[config.mk]
export PLATFORM = sky130hd
export DESIGN_NAME = iua_sample_replay_flat
export DESIGN_NICKNAME = d
export VERILOG_FILES = /design/src/rtl/iua_sample_replay_pkg.sv /design/src/rtl/iua_sample_replay_if.sv /design/src/rtl/iua_sample_replay_fifo.sv /design/src/rtl/iua_sample_replay.sv /design/src/flat_wrapper.sv
export SDC_FILE = /design/constraint.sdc
export NUM_CORES = 1
export LEC_CHECK = 0
export ABC_AREA = 1
export CAP_MARGIN = 5
export CORE_MARGIN = 4
export CORE_UTILIZATION = 55
export CTS_CLUSTER_SIZE = 8
export DETAILED_ROUTE_END_ITERATION = 7
export GPL_TIMING_DRIVEN = 0
export HOLD_SLACK_MARGIN = 0.05
export PLACE_DENSITY = 0.8
export SYNTH_ARGS = -nofsm -noshare
export SYNTH_HDL_FRONTEND = slang
export SYNTH_SLANG_ARGS = --single-unit
[constraint.sdc]
create_clock -name clk -period 3.45 [get_ports clk]
set_input_delay 0.69 -clock clk [delete_from_list [all_inputs] [get_ports clk]]
set_output_delay 0.69 -clock clk [all_outputs]
set_load 0.02 [all_outputs]
[src/rtl/iua_sample_replay_pkg.sv]
// Shared types for the capture replay engine: FSM states, FIFO entry layout, unpack geometry.
package iua_sample_replay_pkg;

  typedef enum logic [1:0] {
    ST_IDLE = 2'd0,
    ST_RUN  = 2'd1,
    ST_DONE = 2'd2
  } state_t;

  typedef struct packed {
    logic       last;
    logic [7:0] data;
  } fifo_ent_t;

  localparam int FIFO_W = $bits(fifo_ent_t);
  localparam int IDX_W  = 3;

  function automatic int samples_per_byte(input int pk, input int sample_w);
    return (pk != 0) ? (8 / sample_w) : 1;
  endfunction

endpackage

[src/rtl/iua_sample_replay_if.sv]
// Byte-stream input and sample output of the replay engine; master = stream source/sample sink.
interface iua_sample_replay_if #(
  parameter int SAMPLE_W = 2
);
  logic [7:0]          in_data;
  logic                in_last;
  logic                in_valid;
  logic                in_ready;
  logic [SAMPLE_W-1:0] out_sample;
  logic                out_valid;
  logic                out_stb;

  modport master (
    output in_data, in_last, in_valid,
    input  in_ready, out_sample, out_valid, out_stb
  );

  modport slave (
    input  in_data, in_last, in_valid,
    output in_ready, out_sample, out_valid, out_stb
  );
endinterface

[src/rtl/iua_sample_replay_fifo.sv]
// Generic first-word-fall-through sync FIFO; read data valid same cycle as !empty.
// Pushes are dropped when full and pops when empty; clr_i flushes both pointers.
module iua_sample_replay_fifo #(
  parameter  int WIDTH = 9,
  parameter  int DEPTH = 16,
  localparam int AW    = $clog2(DEPTH),
  localparam int LW    = $clog2(DEPTH + 1)
) (
  input  logic             clk,
  input  logic             rst_n,
  input  logic             clr_i,
  input  logic             push_i,
  input  logic [WIDTH-1:0] push_dat_i,
  input  logic             pop_i,
  output logic [WIDTH-1:0] pop_dat_o,
  output logic             full_o,
  output logic             empty_o,
  output logic [LW-1:0]    level_o
);

  logic [WIDTH-1:0] mem_q [DEPTH];
  logic [AW:0]      wr_q, wr_d;
  logic [AW:0]      rd_q, rd_d;
  logic             do_push, do_pop;

  assign level_o   = LW'(wr_q - rd_q);
  assign full_o    = (level_o == LW'(DEPTH));
  assign empty_o   = (wr_q == rd_q);
  assign pop_dat_o = mem_q[rd_q[AW-1:0]];

  assign do_push = push_i & ~full_o;
  assign do_pop  = pop_i & ~empty_o;
  assign wr_d    = do_push ? wr_q + 1'b1 : wr_q;
  assign rd_d    = do_pop  ? rd_q + 1'b1 : rd_q;

  always_ff @(posedge clk) begin
    if (do_push) begin
      mem_q[wr_q[AW-1:0]] <= push_dat_i;
    end
  end

  always_ff @(posedge clk or negedge rst_n) begin
    if (!rst_n) begin
      wr_q <= '0;
      rd_q <= '0;
    end else if (clr_i) begin
      wr_q <= '0;
      rd_q <= '0;
    end else begin
      wr_q <= wr_d;
      rd_q <= rd_d;
    end
  end

endmodule

[src/rtl/iua_sample_replay.sv]
// Replays buffered capture bytes as SAMPLE_W-bit line samples at a phase-accumulator rate.
// Samples register on the tick edge; in_ready drops when the byte FIFO is full or during clr.
module iua_sample_replay
  import iua_sample_replay_pkg::*;
#(
  parameter  int SAMPLE_W   = 2,
  parameter  int PACKED     = 0,
  parameter  int FIFO_DEPTH = 16,
  parameter  int PREFILL    = 1,
  parameter  int PHASE_W    = 16,
  localparam int LVL_W      = $clog2(FIFO_DEPTH + 1)
) (
  input  logic               clk,
  input  logic               rst_n,
  iua_sample_replay_if.slave bus,
  input  logic               enable_i,
  input  logic               clr_i,
  input  logic [PHASE_W-1:0] rate_inc_i,
  output logic               underrun_o,
  output logic               done_o,
  output logic [LVL_W-1:0]   level_o
);

  localparam int                SPB       = samples_per_byte(PACKED, SAMPLE_W);
  localparam logic [IDX_W-1:0]  LAST_IDX  = IDX_W'(SPB - 1);
  localparam logic [LVL_W-1:0]  PREFILL_L = LVL_W'(PREFILL);

  state_t              state_q;
  logic [PHASE_W-1:0]  acc_q, acc_d;
  logic                rdy_en_q;

  logic [7:0]          byte_q;
  logic [IDX_W-1:0]    idx_q, idx_d;
  logic                byte_vld_q, byte_last_q, eos_q;

  logic [SAMPLE_W-1:0] out_sample_q;
  logic                out_valid_q, out_stb_q, underrun_q, done_q;

  logic                fifo_full, fifo_empty, fifo_push, fifo_pop;
  logic [LVL_W-1:0]    fifo_level;
  fifo_ent_t           fifo_wr, fifo_rd;

  logic [PHASE_W:0]    acc_sum;
  logic                run_go, tick, consume, last_idx;
  logic [7:0]          byte_shift;
  logic [SAMPLE_W-1:0] cur_sample;

  assign bus.in_ready   = rdy_en_q & ~fifo_full & ~clr_i;
  assign bus.out_sample = out_sample_q;
  assign bus.out_valid  = out_valid_q;
  assign bus.out_stb    = out_stb_q;
  assign underrun_o     = underrun_q;
  assign done_o         = done_q;
  assign level_o        = fifo_level;

  assign fifo_push = bus.in_valid & bus.in_ready;
  assign fifo_wr   = {bus.in_last, bus.in_data};

  iua_sample_replay_fifo #(
    .WIDTH (FIFO_W),
    .DEPTH (FIFO_DEPTH)
  ) u_fifo (
    .clk        (clk),
    .rst_n      (rst_n),
    .clr_i      (clr_i),
    .push_i     (fifo_push),
    .push_dat_i (fifo_wr),
    .pop_i      (fifo_pop),
    .pop_dat_o  (fifo_rd),
    .full_o     (fifo_full),
    .empty_o    (fifo_empty),
    .level_o    (fifo_level)
  );

  // Carry out of the accumulator is the tick; a disabled RUN cycle never ticks.
  assign acc_sum  = {1'b0, acc_q} + {1'b0, rate_inc_i};
  assign acc_d    = acc_sum[PHASE_W-1:0];
  assign run_go   = (state_q == ST_RUN) & enable_i & ~clr_i;
  assign tick     = run_go & acc_sum[PHASE_W];
  assign consume  = tick & byte_vld_q;
  assign last_idx = (idx_q == LAST_IDX);
  assign idx_d    = last_idx ? '0 : idx_q + 1'b1;

  assign byte_shift = byte_q >> ({1'b0, idx_q} * 4'(SAMPLE_W));
  assign cur_sample = byte_shift[SAMPLE_W-1:0];

  // Refill only while running, and never past a last-tagged byte.
  assign fifo_pop = run_go & ~fifo_empty & ~eos_q & ~(byte_vld_q & byte_last_q)
                  & (~byte_vld_q | (consume & last_idx));

  always_ff @(posedge clk or negedge rst_n) begin
    if (!rst_n) begin
      rdy_en_q <= 1'b0;
    end else begin
      rdy_en_q <= 1'b1;
    end
  end

  always_ff @(posedge clk or negedge rst_n) begin
    if (!rst_n) begin
      byte_q      <= '0;
      idx_q       <= '0;
      byte_vld_q  <= 1'b0;
      byte_last_q <= 1'b0;
      eos_q       <= 1'b0;
    end else if (clr_i) begin
      byte_q      <= '0;
      idx_q       <= '0;
      byte_vld_q  <= 1'b0;
      byte_last_q <= 1'b0;
      eos_q       <= 1'b0;
    end else if (fifo_pop) begin
      byte_q      <= fifo_rd.data;
      byte_last_q <= fifo_rd.last;
      byte_vld_q  <= 1'b1;
      idx_q       <= '0;
    end else if (consume) begin
      idx_q <= idx_d;
      if (last_idx) begin
        byte_vld_q <= 1'b0;
        eos_q      <= byte_last_q;
      end
    end
  end

  always_ff @(posedge clk or negedge rst_n) begin
    if (!rst_n) begin
      state_q      <= ST_IDLE;
      acc_q        <= '0;
      out_sample_q <= '0;
      out_valid_q  <= 1'b0;
      out_stb_q    <= 1'b0;
      underrun_q   <= 1'b0;
      done_q       <= 1'b0;
    end else if (clr_i) begin
      state_q      <= ST_IDLE;
      acc_q        <= '0;
      out_sample_q <= '0;
      out_valid_q  <= 1'b0;
      out_stb_q    <= 1'b0;
      underrun_q   <= 1'b0;
      done_q       <= 1'b0;
    end else begin
      out_stb_q <= 1'b0;
      case (state_q)
        ST_IDLE: begin
          acc_q        <= '0;
          out_sample_q <= '0;
          out_valid_q  <= 1'b0;
          if (enable_i && (fifo_level >= PREFILL_L)) begin
            state_q <= ST_RUN;
          end
        end
        ST_RUN: begin
          if (!enable_i) begin
            state_q      <= ST_IDLE;
            acc_q        <= '0;
            out_sample_q <= '0;
            out_valid_q  <= 1'b0;
            out_stb_q    <= 1'b1;
          end else begin
            acc_q <= acc_d;
            if (tick) begin
              out_stb_q <= 1'b1;
              if (byte_vld_q) begin
                out_sample_q <= cur_sample;
                out_valid_q  <= 1'b1;
              end else if (eos_q) begin
                state_q      <= ST_DONE;
                acc_q        <= '0;
                done_q       <= 1'b1;
                out_sample_q <= '0;
                out_valid_q  <= 1'b0;
              end else begin
                underrun_q   <= 1'b1;
                out_sample_q <= '0;
                out_valid_q  <= 1'b0;
              end
            end
          end
        end
        ST_DONE: begin
          acc_q        <= '0;
          done_q       <= 1'b1;
          out_sample_q <= '0;
          out_valid_q  <= 1'b0;
        end
        default: begin
          state_q <= ST_IDLE;
          acc_q   <= '0;
        end
      endcase
    end
  end

endmodule

[src/flat_wrapper.sv]
// flat-port wrapper written by rule: the top's interface ports become plain ports
module iua_sample_replay_flat import iua_sample_replay_pkg::*;
#(
  parameter  int SAMPLE_W   = 2,
  parameter  int PACKED     = 0,
  parameter  int FIFO_DEPTH = 16,
  parameter  int PREFILL    = 1,
  parameter  int PHASE_W    = 16,
  localparam int LVL_W      = $clog2(FIFO_DEPTH + 1)
)
  (clk, rst_n, enable_i, clr_i, rate_inc_i, underrun_o, done_o, level_o, bus_in_data, bus_in_last, bus_in_valid, bus_in_ready, bus_out_sample, bus_out_valid, bus_out_stb);
  iua_sample_replay_if #(.SAMPLE_W(SAMPLE_W)) bus_i ();
  input  logic clk;
  input  logic rst_n;
  input  logic enable_i;
  input  logic clr_i;
  input  logic [PHASE_W-1:0] rate_inc_i;
  output logic underrun_o;
  output logic done_o;
  output logic [LVL_W-1:0] level_o;
  input wire logic [$bits(bus_i.in_data)-1:0] bus_in_data;
  input wire logic [$bits(bus_i.in_last)-1:0] bus_in_last;
  input wire logic [$bits(bus_i.in_valid)-1:0] bus_in_valid;
  output wire logic [$bits(bus_i.in_ready)-1:0] bus_in_ready;
  output wire logic [$bits(bus_i.out_sample)-1:0] bus_out_sample;
  output wire logic [$bits(bus_i.out_valid)-1:0] bus_out_valid;
  output wire logic [$bits(bus_i.out_stb)-1:0] bus_out_stb;
  assign bus_i.in_data = bus_in_data;
  assign bus_i.in_last = bus_in_last;
  assign bus_i.in_valid = bus_in_valid;
  assign bus_in_ready = bus_i.in_ready;
  assign bus_out_sample = bus_i.out_sample;
  assign bus_out_valid = bus_i.out_valid;
  assign bus_out_stb = bus_i.out_stb;
  iua_sample_replay #(.SAMPLE_W(SAMPLE_W), .PACKED(PACKED), .FIFO_DEPTH(FIFO_DEPTH), .PREFILL(PREFILL), .PHASE_W(PHASE_W)) u_core (.clk(clk), .rst_n(rst_n), .bus(bus_i), .enable_i(enable_i), .clr_i(clr_i), .rate_inc_i(rate_inc_i), .underrun_o(underrun_o), .done_o(done_o), .level_o(level_o));
endmodule
==> flow_summary.ini <==
[outcome]
status = completed

[final_layout]
final_util_pct = 65.2
layout-drive-gt1-share_pct = 10.2
diodes = 0
layout.nets = 937
area_delta_synth_final_pct = 16.7

[floorplanning]
die_w_um = 135
core_sq_um = 15800
rows = 46
fp.dieArea_sq_um = 18100
initial_core_util_pct = 55.9
ios = 42
die_h_um = 135

[worst_setup_path]
rrSetupSlack_ns = 0.18
cp_cell_sequence = clkinvlp_4 > clkbuf_4 > fa_1 > nand2_1 > nand2_1 > xor2_1 > a31oi_2 > clkbuf_2
worstPathArrival_ns = 2.62
worstSetupStartpointType = register
crit_slowest_cell = fa_1
endpoint_kind = primary output
criticalPathCategory = reg -> out
path_buf_inv = 3
crit_top_cell = nand2_1
slowest_delay_ns = 0.42
required_ns = 2.76
cp_max_fo = 11
crit_family = buffers and inverters

[synth]
synth_edf_count = 144
ys_seq_elements = 193
async_reset_ff_share_pct = 25.4
yosys_warnings = 0
synth.largest_area_cell = edfxtp_1
yosysTopAreaCellShare_pct = 49.1
ys_types = 41
ys.flop_type = edfxtp_1
syn_area_per_cell_sq_um = 10.8
netlist_instances = 814
ys_top_cells_by_area = edfxtp_1 (49%), dfrtp_1 (14%), nand2_1 (4.9%), nor2_1 (4.8%), o21ai_0 (4.8%)
ys_seq_area_share_pct = 63.0
synth_nets = 873
synth.cell_area_sq_um = 8810

[clocking]
cts_tree = done
path_clk_slew_ns = 0.08
cts_root_buf = clkbuf_16
clock-sinks = 193
cts_buffers = 17
insertion_delay_ns = 0.45
holdBufCountCts = 0
cts_buffer_depth = 2
htree_num_levels = 4

[detailed_routing]
routed_wl_um = 21200
drt_iter0_drc = 786
ant_nets = 0
wl_per_cell_um = 19.2
vias = 6549
detail_route.vias_per_cell = 5.92
drc = 0
firstDrtPassIters = 6

[sta]
setup_tns_ns = 0
rsz0062_at_grt = yes
hold_viol_final = 0
max-slew-margin-rel_pct = 41.3
clock.fmax_mhz = 302
skew_ns = 0.00870
setup_viol = 0
hold_ws_ns = 0.118
slew_viol_final = 0
fin_crit_sh_pct = 96.0
fin_ws_ns = 0.138
worstMarginPinSlew_ns = 0.876
min_period_ns = 3.31

[worst_hold_path]
min_path_type = in -> async

[global_route]
grt_pass1_wl_um = 33400
grtUsageTotal_pct = 24.3
antenna_found_initial = 0
grt_max_degree = 40
grt_pass1_vias = 6245
grt.overflow.total = 0

[pwr]
power_mw = 4.94
powerDensity_nw_per_um2 = 480
p_leak_nw = 4.04
vdd_drop_max_mv = 0.413

[place]
io_buffers = 41
dp_hpwl_um = 14200
place.gp.congestion = 0.903
post-place-ws_ns = -0.626

[job]
cap_violations = 0
==> cells in the mapped netlist (all sizes together), types with 3 or more instances <==
library cell	count
ha	27
o221ai	18
dfrtp	49
inv	47
edfxtp	144
nor2	114
nor3	18
a31oi	4
o21ai	85
buf	16
xor2	12
a21o	3
nand3	59
nand4	7
o22ai	18
clkbuf	21
xnor2	11
nand2	122
a21oi	22
==> power by group <==
| group | total [mW] | switching [mW] | leakage, nW | internal (mW) |
|---|---|---|---|---|
| clock | 2.00 | 1.00 | 0.303 | 0.997 |
| sequential | 2.54 | 0.0169 | 1.97 | 2.53 |
| combinational | 0.394 | 0.257 | 1.77 | 0.136 |
| total | 4.94 | 1.28 | 4.04 | 3.66 |
==> cell usage in the layout, fill, tap and decap left out, types with 2 or more instances in the layout <==
cell type	instances
clkinv_4	3
fa_1	2
nor3_4	3
nand4_1	6
nand2_2	7
nor3_1	3
clkbuf_1	17
buf_2	15
a21o_1	3
ha_1	27
buf_4	4
a221oi_1	2
xnor2_1	11
a31oi_1	3
clkinv_8	10
xor2_1	12
o21bai_1	2
o221ai_1	18
o22ai_1	18
nand3_2	5
dlymetal6s2s_1	2
nand3b_1	2
clkdlybuf4s50_1	36
inv_1	45
buf_1	2
nand3_1	54
nor2_2	2
nor3_2	12
inv_6	2
clkbuf_16	17
dfrtp_1	49
edfxtp_1	144
and2_1	2
nand2_1	115
a21oi_1	22
o21ai_0	84
nor2_1	111
==> through the flow <==
stage / cell area [sq um] / cells
after floorplan: 8810 / 814
after global placement: 9490 / 1071
after detailed placement: 9570 / 1078
after CTS: 10200 / 1107
after global routing: 10300 / 1107
final: 10300 / 1107
==> final cells by class <==
class	instances	area, sq um
flip-flops and latches	193	5550
plain buffers	34	170
well taps	216	270
fillers	1190	5490
inverters	49	193
clock buffers	17	425
repair buffers	48	459
multi-input cells	535	3000
clock inverters	15	214
==> sequential cells by signal, summed over array words and instances, names as in the netlist, 2 cells and up <==
signal	cells
u_core.u_fifo.rd_q	5
u_core.byte_q	8
u_core.bus.out_sample	2
u_core.state_q	2
u_core.acc_q	16
u_core.u_fifo.mem_q	144
u_core.u_fifo.wr_q	5
u_core.idx_q	3
==> cells by family (layout without fill, tap and decap cells) <==
| kind of cell | after synthesis | after routing | share of synthesized area (%) |
|---|---|---|---|
| other | 1 | 1 | 0.0426 |
| AND/OR/NAND/NOR | 326 | 326 | 16.1 |
| XOR/XNOR | 23 | 23 | 2.29 |
| adder cells (fa/ha/maj) | 29 | 29 | 4.29 |
| AO/OA/AOI/OAI | 156 | 156 | 10.2 |
| flip-flops | 193 | 193 | 63.0 |
| buffers and inverters | 86 | 163 | 4.10 |
==> timing repair <==
| action | in CTS | in global routing |
|---|---|---|
| buffers inserted | 0 | 0 |
| gates resized for setup | 10 | 16 |
| setup endpoints to repair | 141 | 52 |
==> per-layer routing <==
| layer | wire [um] | vias up | share of wire, % | track usage [%] |
|---|---|---|---|---|
| li1 | - | 3006 | - | - |
| met1 | 8320 | 3101 | 39 | 32.9 |
| met2 | 10000 | 387 | 47 | 37.5 |
| met3 | 2210 | 55 | 10 | 6.89 |
| met4 | 665 | 0 | 3.1 | 9.56 |
| met5 | 0 | - | 0 | 0 |
==> worst paths after layout <==
path                                  startpoint                        end  cells after the start
max reg2reg                u_core.u_fifo.rd_q[1]  u_core.u_fifo.mem_q[7][8]                     11
min                                        rst_n            u_core.acc_q[8]                      1
max                        u_core.u_fifo.rd_q[1]               bus_in_ready                      8
min reg2reg                        u_core.done_o              u_core.done_o                      2
min in group clk                   u_core.done_o              u_core.done_o                      2
max in group asynchronous                  rst_n           u_core.byte_q[5]                      2
(Power assumes the default switching activity.)
